<file path="src/rtl/wr_stream_framer_pkg.sv">
// Shared types and default sizing for the write-stream framer.
package wr_stream_framer_pkg;

  localparam int unsigned DATA_W_DEF = 256;
  localparam int unsigned CNT_W_DEF  = 32;
  localparam int unsigned BEAT_BYTES = DATA_W_DEF / 8;

  typedef enum logic [2:0] {
    ST_IDLE,
    ST_CMD,
    ST_STREAM,
    ST_DRAIN,
    ST_DONE
  } state_e;

endpackage

</file>
<file path="src/rtl/wr_stream_framer_if.sv">
// Valid/ready beat bundle; master drives the beat, slave returns ready.
interface wr_stream_framer_if
  import wr_stream_framer_pkg::*;
#(
  parameter int unsigned DATA_W = DATA_W_DEF
) ();

  logic [DATA_W-1:0]   data;
  logic [DATA_W/8-1:0] keep;
  logic                last;
  logic                valid;
  logic                ready;

  modport master (output data, keep, last, valid, input ready);
  modport slave  (input data, keep, last, valid, output ready);

endinterface

</file>
<file path="src/rtl/wr_stream_framer_axis_skid_buf.sv">
// Two-entry registered output buffer: head register drives the output,
// skid register absorbs one beat while the head is stalled.
module axis_skid_buf #(
  parameter int unsigned DATA_W = 256
) (
  input  logic                clk,
  input  logic                rst_n,
  input  logic [DATA_W-1:0]   in_data,
  input  logic [DATA_W/8-1:0] in_keep,
  input  logic                in_last,
  input  logic                in_valid,
  output logic                in_ready,
  output logic [DATA_W-1:0]   out_data,
  output logic [DATA_W/8-1:0] out_keep,
  output logic                out_last,
  output logic                out_valid,
  input  logic                out_ready
);

  typedef struct packed {
    logic [DATA_W-1:0]   data;
    logic [DATA_W/8-1:0] keep;
    logic                last;
  } beat_t;

  beat_t head_q, head_d, skid_q, skid_d;
  logic  head_valid_q, head_valid_d, skid_valid_q, skid_valid_d;
  beat_t in_beat;
  logic  push, pop;

  assign in_beat  = '{data: in_data, keep: in_keep, last: in_last};
  assign in_ready = ~skid_valid_q;
  assign push     = in_valid & ~skid_valid_q;
  assign pop      = head_valid_q & out_ready;

  always_comb begin
    head_d       = head_q;
    skid_d       = skid_q;
    head_valid_d = head_valid_q;
    skid_valid_d = skid_valid_q;
    // push is only possible with the skid empty, so pop+push never touches skid
    if (pop) begin
      if (skid_valid_q) begin
        head_d       = skid_q;
        skid_valid_d = 1'b0;
      end else if (push) begin
        head_d = in_beat;
      end else begin
        head_valid_d = 1'b0;
      end
    end else if (push) begin
      if (head_valid_q) begin
        skid_d       = in_beat;
        skid_valid_d = 1'b1;
      end else begin
        head_d       = in_beat;
        head_valid_d = 1'b1;
      end
    end
  end

  always_ff @(posedge clk or negedge rst_n) begin
    if (!rst_n) begin
      head_q       <= '0;
      skid_q       <= '0;
      head_valid_q <= 1'b0;
      skid_valid_q <= 1'b0;
    end else begin
      head_q       <= head_d;
      skid_q       <= skid_d;
      head_valid_q <= head_valid_d;
      skid_valid_q <= skid_valid_d;
    end
  end

  assign out_data  = head_q.data;
  assign out_keep  = head_q.keep;
  assign out_last  = head_q.last;
  assign out_valid = head_valid_q;

endmodule

</file>
<file path="src/rtl/wr_stream_framer.sv">
// Frames a byte-counted accelerator stream toward a DDR write DMA:
// one command pulse, beats with tail strobes, then a completion pulse.
module wr_stream_framer
  import wr_stream_framer_pkg::*;
#(
  parameter int unsigned DATA_W = DATA_W_DEF,
  parameter int unsigned CNT_W  = CNT_W_DEF
) (
  input  logic                clk,
  input  logic                rst_n,
  input  logic                Start,
  input  logic [CNT_W-1:0]    Num_Bytes,
  wr_stream_framer_if.slave   s_stream,
  wr_stream_framer_if.master  m_stream,
  output logic                DMA_Valid,
  output logic                Busy,
  output logic                Introut
);

  localparam int unsigned KEEP_W = DATA_W / 8;
  localparam int unsigned SHIFT  = $clog2(KEEP_W);

  state_e             state_q, state_d;
  logic [CNT_W-1:0]   beats_q, beats_d;
  logic [CNT_W-1:0]   in_cnt_q, in_cnt_d;
  logic [SHIFT-1:0]   rem_q, rem_d;

  logic [SHIFT-1:0]   start_rem;
  logic [CNT_W-1:0]   start_beats;
  logic [KEEP_W-1:0]  last_keep;
  logic               stream_open, buf_ready, push, pop, in_is_last;

  // Shift-based divide keeps the beat count within CNT_W for any Num_Bytes
  assign start_rem   = Num_Bytes[SHIFT-1:0];
  assign start_beats = (Num_Bytes >> SHIFT) + CNT_W'(start_rem != '0);

  assign stream_open = (state_q == ST_STREAM) && (in_cnt_q < beats_q);
  assign push        = s_stream.valid & stream_open & buf_ready;
  assign pop         = m_stream.valid & m_stream.ready;
  assign in_is_last  = (in_cnt_q + CNT_W'(1)) == beats_q;

  assign s_stream.ready = stream_open & buf_ready;

  always_comb begin
    last_keep = '0;
    for (int unsigned i = 0; i < KEEP_W; i++) begin
      last_keep[i] = (rem_q == '0) || (i < 32'(rem_q));
    end
  end

  axis_skid_buf #(
    .DATA_W (DATA_W)
  ) u_skid (
    .clk       (clk),
    .rst_n     (rst_n),
    .in_data   (s_stream.data),
    .in_keep   (in_is_last ? last_keep : '1),
    .in_last   (in_is_last),
    .in_valid  (s_stream.valid & stream_open),
    .in_ready  (buf_ready),
    .out_data  (m_stream.data),
    .out_keep  (m_stream.keep),
    .out_last  (m_stream.last),
    .out_valid (m_stream.valid),
    .out_ready (m_stream.ready)
  );

  always_comb begin
    state_d  = state_q;
    beats_d  = beats_q;
    rem_d    = rem_q;
    in_cnt_d = in_cnt_q;
    unique case (state_q)
      ST_IDLE: begin
        if (Start) begin
          beats_d  = start_beats;
          rem_d    = start_rem;
          in_cnt_d = '0;
          state_d  = (Num_Bytes != '0) ? ST_CMD : ST_DONE;
        end
      end
      ST_CMD: state_d = ST_STREAM;
      ST_STREAM: begin
        if (push) begin
          in_cnt_d = in_cnt_q + CNT_W'(1);
        end
        if (pop && m_stream.last) begin
          state_d = ST_DONE;
        end else if (push && in_is_last) begin
          state_d = ST_DRAIN;
        end
      end
      ST_DRAIN: begin
        if (pop && m_stream.last) begin
          state_d = ST_DONE;
        end
      end
      ST_DONE: state_d = ST_IDLE;
      default: state_d = ST_IDLE;
    endcase
  end

  always_ff @(posedge clk or negedge rst_n) begin
    if (!rst_n) begin
      state_q  <= ST_IDLE;
      beats_q  <= '0;
      rem_q    <= '0;
      in_cnt_q <= '0;
    end else begin
      state_q  <= state_d;
      beats_q  <= beats_d;
      rem_q    <= rem_d;
      in_cnt_q <= in_cnt_d;
    end
  end

  assign DMA_Valid = (state_q == ST_CMD);
  assign Busy      = (state_q != ST_IDLE);
  assign Introut   = (state_q == ST_DONE);

endmodule

</file>
<file path="src/flat_wrapper.sv">
// flat-port wrapper written by rule: the top's interface ports become plain ports
module wr_stream_framer_flat import wr_stream_framer_pkg::*;
#(
  parameter int unsigned DATA_W = DATA_W_DEF,
  parameter int unsigned CNT_W  = CNT_W_DEF
)
  (clk, rst_n, Start, Num_Bytes, DMA_Valid, Busy, Introut, s_stream_data, s_stream_keep, s_stream_last, s_stream_valid, s_stream_ready, m_stream_data, m_stream_keep, m_stream_last, m_stream_valid, m_stream_ready);
  wr_stream_framer_if #(.DATA_W(DATA_W)) s_stream_i ();
  wr_stream_framer_if #(.DATA_W(DATA_W)) m_stream_i ();
  input  logic clk;
  input  logic rst_n;
  input  logic Start;
  input  logic [CNT_W-1:0] Num_Bytes;
  output logic DMA_Valid;
  output logic Busy;
  output logic Introut;
  input wire logic [$bits(s_stream_i.data)-1:0] s_stream_data;
  input wire logic [$bits(s_stream_i.keep)-1:0] s_stream_keep;
  input wire logic [$bits(s_stream_i.last)-1:0] s_stream_last;
  input wire logic [$bits(s_stream_i.valid)-1:0] s_stream_valid;
  output wire logic [$bits(s_stream_i.ready)-1:0] s_stream_ready;
  output wire logic [$bits(m_stream_i.data)-1:0] m_stream_data;
  output wire logic [$bits(m_stream_i.keep)-1:0] m_stream_keep;
  output wire logic [$bits(m_stream_i.last)-1:0] m_stream_last;
  output wire logic [$bits(m_stream_i.valid)-1:0] m_stream_valid;
  input wire logic [$bits(m_stream_i.ready)-1:0] m_stream_ready;
  assign s_stream_i.data = s_stream_data;
  assign s_stream_i.keep = s_stream_keep;
  assign s_stream_i.last = s_stream_last;
  assign s_stream_i.valid = s_stream_valid;
  assign s_stream_ready = s_stream_i.ready;
  assign m_stream_data = m_stream_i.data;
  assign m_stream_keep = m_stream_i.keep;
  assign m_stream_last = m_stream_i.last;
  assign m_stream_valid = m_stream_i.valid;
  assign m_stream_i.ready = m_stream_ready;
  wr_stream_framer #(.DATA_W(DATA_W), .CNT_W(CNT_W)) u_core (.clk(clk), .rst_n(rst_n), .Start(Start), .Num_Bytes(Num_Bytes), .s_stream(s_stream_i), .m_stream(m_stream_i), .DMA_Valid(DMA_Valid), .Busy(Busy), .Introut(Introut));
endmodule
</file>
<file path="config.mk">
export PLATFORM = sky130hd
export DESIGN_NAME = wr_stream_framer_flat
export DESIGN_NICKNAME = d
export VERILOG_FILES = /design/src/rtl/wr_stream_framer_pkg.sv /design/src/rtl/wr_stream_framer_if.sv /design/src/rtl/wr_stream_framer_axis_skid_buf.sv /design/src/rtl/wr_stream_framer.sv /design/src/flat_wrapper.sv
export SDC_FILE = /design/constraint.sdc
export NUM_CORES = 2
export LEC_CHECK = 0
export CAP_MARGIN = 30
export CORE_ASPECT_RATIO = 1.75
export CORE_MARGIN = 10
export CORE_UTILIZATION = 50
export CTS_CLUSTER_DIAMETER = 30
export DETAILED_ROUTE_END_ITERATION = 10
export PLACE_DENSITY = 0.82
export SLEW_MARGIN = 30
export SYNTH_ARGS = -nofsm -noshare
export SYNTH_HDL_FRONTEND = slang
export SYNTH_HIERARCHICAL = 1
export SYNTH_SLANG_ARGS = --single-unit
</file>
<file path="constraint.sdc">
create_clock -name clk -period 3.75 [get_ports clk]
set_clock_uncertainty 0.15 [all_clocks]
set_input_delay 1.125 -clock clk [delete_from_list [all_inputs] [get_ports clk]]
set_output_delay 1.125 -clock clk [all_outputs]
set_load 0.05 [all_outputs]
</file>
# After elaboration in Yosys (flattened, before gate mapping)
# Index checks and enable logic that the tools add are counted.
word_totals:
  input_bits: 326
  out_inout_bits: 294
  reg_bits: 652
  wordCells: 136
op_classes:
  order_cmp: 32
  n_addsub: 2
  n_eq_ne: 12
  mux: 22
  bitwise_logic: 6
  n_reduce_logical: 50
ops:
  columns: ["op", "count"]
  rows:
  - ["$mux 289", 5]
  - ["$mux 32", 3]
  - ["$lt 5x5->1 const A", 15]
  - ["$pmux 32 s2", 1]
  - ["$lt 4x5->1 const A", 8]
  - ["$add 32x1->32 const B", 1]
  - ["$eq 32x32->1", 1]
  - ["$lt 32x32->1", 1]
  - ["$reduce_bool 32->1", 1]
  - ["$logic_or 1x1->1", 31]
  - ["$add 27x1->28", 1]
  - ["$lt 3x5->1 const A", 4]
  - ["$mux 3", 5]
  - ["$reduce_and 3->1", 5]
  - ["$pmux 3 s4", 1]
  - ["$lt 1x5->1 const A", 2]
  - ["$lt 2x5->1 const A", 2]
  - ["$reduce_bool 2->1", 4]
  - ["$mux 1", 7]
  - ["$eq 3x2->1 const B", 2]
  - ["$ne 2x1->1 const B", 3]
  - ["$ne 2x2->1 const B", 3]
  - ["$logic_not 5->1", 1]
  - ["$reduce_bool 5->1", 1]
  - ["9 further kinds", 16]

# Logic depth before layout (Yosys ltp)
depth:
  depth_word: 8
  ltp_mapped: 17
  mapped_depth_nobuf: 13

# Hierarchy
# The synthesis kept the hierarchy.
modules_own_cells:
  columns: ["mod", "n_inst", "seq_area_each_um2", "area_each_um2", "cells_per_inst"]
  rows:
  - ["axis_skid_buf", 1, 14513.9, 27707.8, 2614]
  - ["wr_stream_framer", 1, 1701.6, 5768.0, 737]

# Least setup slack after synthesis
# No wires, ideal clock.
synth_path:
  path_kind: "reg2out"
  from: "reg u_core.in_cnt_q[17]"
  to: "out s_stream_ready"
  arrival_ns: 2.309
  required_time_ns: 2.475
  path_stages_with_launch: 9
  slack_ns: 0.166
  n_path_buf: 0
  path_cell_list: "dfrtp_1 > ha_1 > a21o_1 > a21o_1 > a21oi_1 > o22ai_1 > nor4_1 > o31ai_1 > nor2_1"
synth_between:
  elab_chain_len: 3
synth_lines:
  columns: ["item", "line_no", "text"]
  rows:
  - ["from (decl)", "wr_stream_framer.sv:25", "logic [CNT_W-1:0] in_cnt_q, in_cnt_d;"]
  - ["from (signal assigned)", "wr_stream_framer.sv:113", "in_cnt_q <= in_cnt_d;"]
  - ["$lt 32x32->1", "wr_stream_framer.sv:37", "assign stream_open = (state_q == ST_STREAM) && (in_cnt_q < beats_q);"]
  - ["$logic_and 1x1->1", "wr_stream_framer.sv:37", null]
  - ["$and 1x1->1", "wr_stream_framer.sv:42", "assign s_stream.ready = stream_open & buf_ready;"]
  - ["to (decl)", "flat_wrapper.sv:21", "output wire logic [$bits(s_stream_i.ready)-1:0] s_stream_ready;"]
# No other way between the ends.

# Final worst setup path
layout_path:
  from: "reg u_core.beats_q[17]"
  to: "out s_stream_ready"
layout_between:
  elab_chain_len: 3
layout_lines:
  columns: ["item", "line_no", "text"]
  rows:
  - ["from (decl)", "wr_stream_framer.sv:24", "logic [CNT_W-1:0] beats_q, beats_d;"]
  - ["from (signal assigned)", "wr_stream_framer.sv:111", "beats_q <= beats_d;"]
  - ["$lt 32x32->1", "wr_stream_framer.sv:37", null]
  - ["$logic_and 1x1->1", "wr_stream_framer.sv:37", null]
  - ["$and 1x1->1", "wr_stream_framer.sv:42", null]
# No other way between the ends.

==> results.toml <==
[outcome]
status = "finished with violations"
violations = "negative setup slack"

[synth]
yosysWarnings = 6
ys_ff_latch = 648
synth_area_leader_cell = "dfrtp_1"
yosysTopAreaCellShare_pct = 48.4
yosysUniqueCellTypes = 65
syn_inst = 3351
ys_seq_area_share_pct = 48.4
synth_area_leaders = "dfrtp_1, mux2_1, a211oi_1"
dominantRegCellSynth = "dfrtp_1"
synth_edf_count = 0
synthArstFlopShare_pct = 100
syn_avg_cell_area_um2 = 9.99
syn_area_um2 = 33500

[placed_design]
placed_area_um2 = 40800
dp_cells = 4659
io_buffer_count = 586
hpwl_mm = 78.6
gp_congestion = 0.959
dp_slack_ps = -97.5

[finish]
syn_to_final_growth_pct = 34.3
drive_above_1_share_pct = 12.6
final_cell_mix = "dfrtp_1, clkdlybuf4s50_1, a21oi_1, o21ai_0, nor3_1"
fin_area_um2 = 45000
final_util_pct = 67.8
mostFrequentLayoutCell = "dfrtp_1"
stdcell_count = 4893
layout.nets = 4240

[drt]
drt-wirelength-per-cell_um = 25.3
routed_wl_mm = 124
drt_iter0_drc = 4333
dr.pass1.iters = 6
drc = 0
num_vias = 32278
ant_nets = 0
drt-vias-per-instance = 6.60

[clocking]
root_buffer = "clkbuf_16"
clkSinkCount = 648
holdBufCountCts = 0
clkLatencyLatePin_ps = 660
cts.path.max_buffers = 3
cts_tree = "yes"
path_clk_slew_ps = 60
cts_buffers = 104
h-tree-depth = 3

[setup_path]
rrSetupSlack_ps = 180
cp_max_fo = 2
required_ps = 2470
r2r-end = "u_core/u_skid/out_keep[14]"
cp-startpoint = "u_core/beats_q[17]"
reg2reg_depth = 13
crit_type = "register to output pin"
endpoint_kind = "output pin"
start_kind = "register"
worstPathArrival_ps = 2740
timing.rr.start = "u_core/in_cnt_q[1]"
crit_end = "s_stream_ready"

[pwr]
power_frac_comb_pct = 46.5
swShare_pct = 44.7
total_power_mw = 41.2
p_leak_nw = 18.2
clock_power_share_pct = 25.3
internal_power_mw = 22.8
p_sw_mw = 18.4
powerDensity_nw_per_um2 = 916
power_frac_seq_pct = 28.3
ir_worst_vdd_v = 0.000728

[timing]
fin_crit_ps = 4010
tightestPinTransition_ps = 1090
drv_slew = 0
setup_viol = 1
finalHoldViolCount = 0
fmax_ghz = 0.249
grt_setup_unrepaired = "true"
relSlewSlack_pct = 27.4
fin_crit_sh_pct = 107
worst_slack_ps = -263

[global_routing]
grt-busiest-layer = "met2"
antenna_found_initial = 38
grt_util_met1_pct = 35.0
grt_pass1_vias = 31925
use_met3_pct = 6.87
met2_usage_pct = 49.1
grt_pass1_wl_mm = 188
grt_usage_pct = 29.9
grt_overflow = 0
grt_max_degree = 220

[floorplan]
rows = 125
start_util_pct = 50.5
core_area_um2 = 66300
die_height_um = 362
die_x_um = 216
dieArea_um2 = 78100
ios = 620

[run]
maxCapViolCount = 0

[worst_hold_path]
hold_class = "input port to asynchronous set/reset pin"
==> worst max-delay path, cell delays in order (launching register included) <==
cell and delay (ps):
dfrtp_1 360, inv_1 60, ha_1 290, a21o_1 200, a21o_1 180, a21oi_4 200
o22ai_2 120, nor4_4 230, o31ai_2 110, nor2_1 160, buf_6 190
==> synthesized netlist by cell type (6+ instances only) <==
| library cell | number |
|---|---|
| nor2b_1 | 8 |
| mux2_2 | 82 |
| nand4_1 | 19 |
| and3_1 | 12 |
| nand2_1 | 98 |
| mux2_1 | 210 |
| o21ai_0 | 332 |
| inv_1 | 43 |
| o31ai_1 | 6 |
| o211ai_1 | 12 |
| buf_2 | 112 |
| nor2_1 | 49 |
| nor3_1 | 311 |
| dfrtp_1 | 648 |
| nand3_1 | 46 |
| and2_1 | 9 |
| buf_4 | 40 |
| xor2_1 | 32 |
| buf_6 | 15 |
| a211oi_1 | 273 |
| ha_1 | 31 |
| nor4_1 | 9 |
| a21oi_1 | 331 |
| a21o_1 | 10 |
| xnor2_1 | 26 |
| clkbuf_1 | 160 |
| a31oi_1 | 32 |
| o22ai_1 | 292 |
| a211oi_2 | 21 |
==> logic make-up after synthesis <==
group | share of synthesized area [%]
compound gates | 24.0
flops | 48.4
simple gates | 9.50
buf+inv | 5.39
mux | 9.94
xor+xnor | 1.52
fa+ha+maj | 1.16
other cells | 0.0112
==> worst min-delay path by stage <==
stage,cells past startpoint,endpoint,startpoint
floorplan,2,u_core/beats_q[0],u_core/beats_q[0]
finish,1,u_core/u_skid/out_data[238],rst_n
global route,1,u_core/u_skid/out_data[238],rst_n
detailed placement,2,u_core/beats_q[0],u_core/beats_q[0]
CTS,1,u_core/u_skid/out_data[238],rst_n
global placement,1,u_core/u_skid/skid_q[237],u_core/u_skid/skid_q[237]
==> per-stage QoR <==
| step | hold WS, ps | TNS (ps) |
|---|---|---|
| after floorplan | 302 | 0 |
| after global placement | 318 | -72.8 |
| after detailed placement | 325 | -263 |
| after CTS | 220 | -281 |
| after global routing | 228 | -392 |
| final | 230 | -263 |
==> sequential cells by signal, summed over array words and instances (netlist names) <==
| register | cells |
|---|---|
| u_core/beats_q | 28 |
| u_core/in_cnt_q | 32 |
| u_core/rem_q | 5 |
| u_core/state_q | 3 |
| u_core/u_skid/out_data | 256 |
| u_core/u_skid/out_keep | 32 |
| u_core/u_skid/out_last | 1 |
| u_core/u_skid/out_valid | 1 |
| u_core/u_skid/skid_q | 289 |
| u_core/u_skid/skid_valid_q | 1 |
==> power groups by stage <==
stage / Sequential [mW] / Combinational, mW / Clock (mW)
2_1_floorplan: 16.1 / 7.27 / 0
3_3_place_gp: 11.4 / 18.2 / 0
3_5_place_dp: 11.6 / 18.7 / 0
4_1_cts: 11.5 / 18.8 / 10.5
5_1_grt: 11.9 / 20.2 / 10.8
6_report: 11.6 / 19.1 / 10.4
==> cell type report <==
cell class                      count  area, um^2
Antenna cell                       33        82.6
Clock buffer                      127        2830
Clock inverter                     67        1010
Fill cell                        4776       21300
Inverter                           43         169
Multi-Input combinational cell   2332       15600
Sequential cell                   648       16200
Tap cell                          889        1110
Timing Repair Buffer              754        7970
==> routing by layer <==
metal / part of all wire (%) / routed length [um]
met1: 36 / 44900
met5: 0.060 / 74
met4: 6.0 / 7410
met3: 8.7 / 10800
met2: 49 / 60500
==> what timing repair did <==
action,in CTS,in global routing
setup buffers,3,0
resized for setup,10,12
cloned,0,3
pin swaps,9,3
endpoints found under the setup margin,7,280
Power figures use the tool's default switching activity.
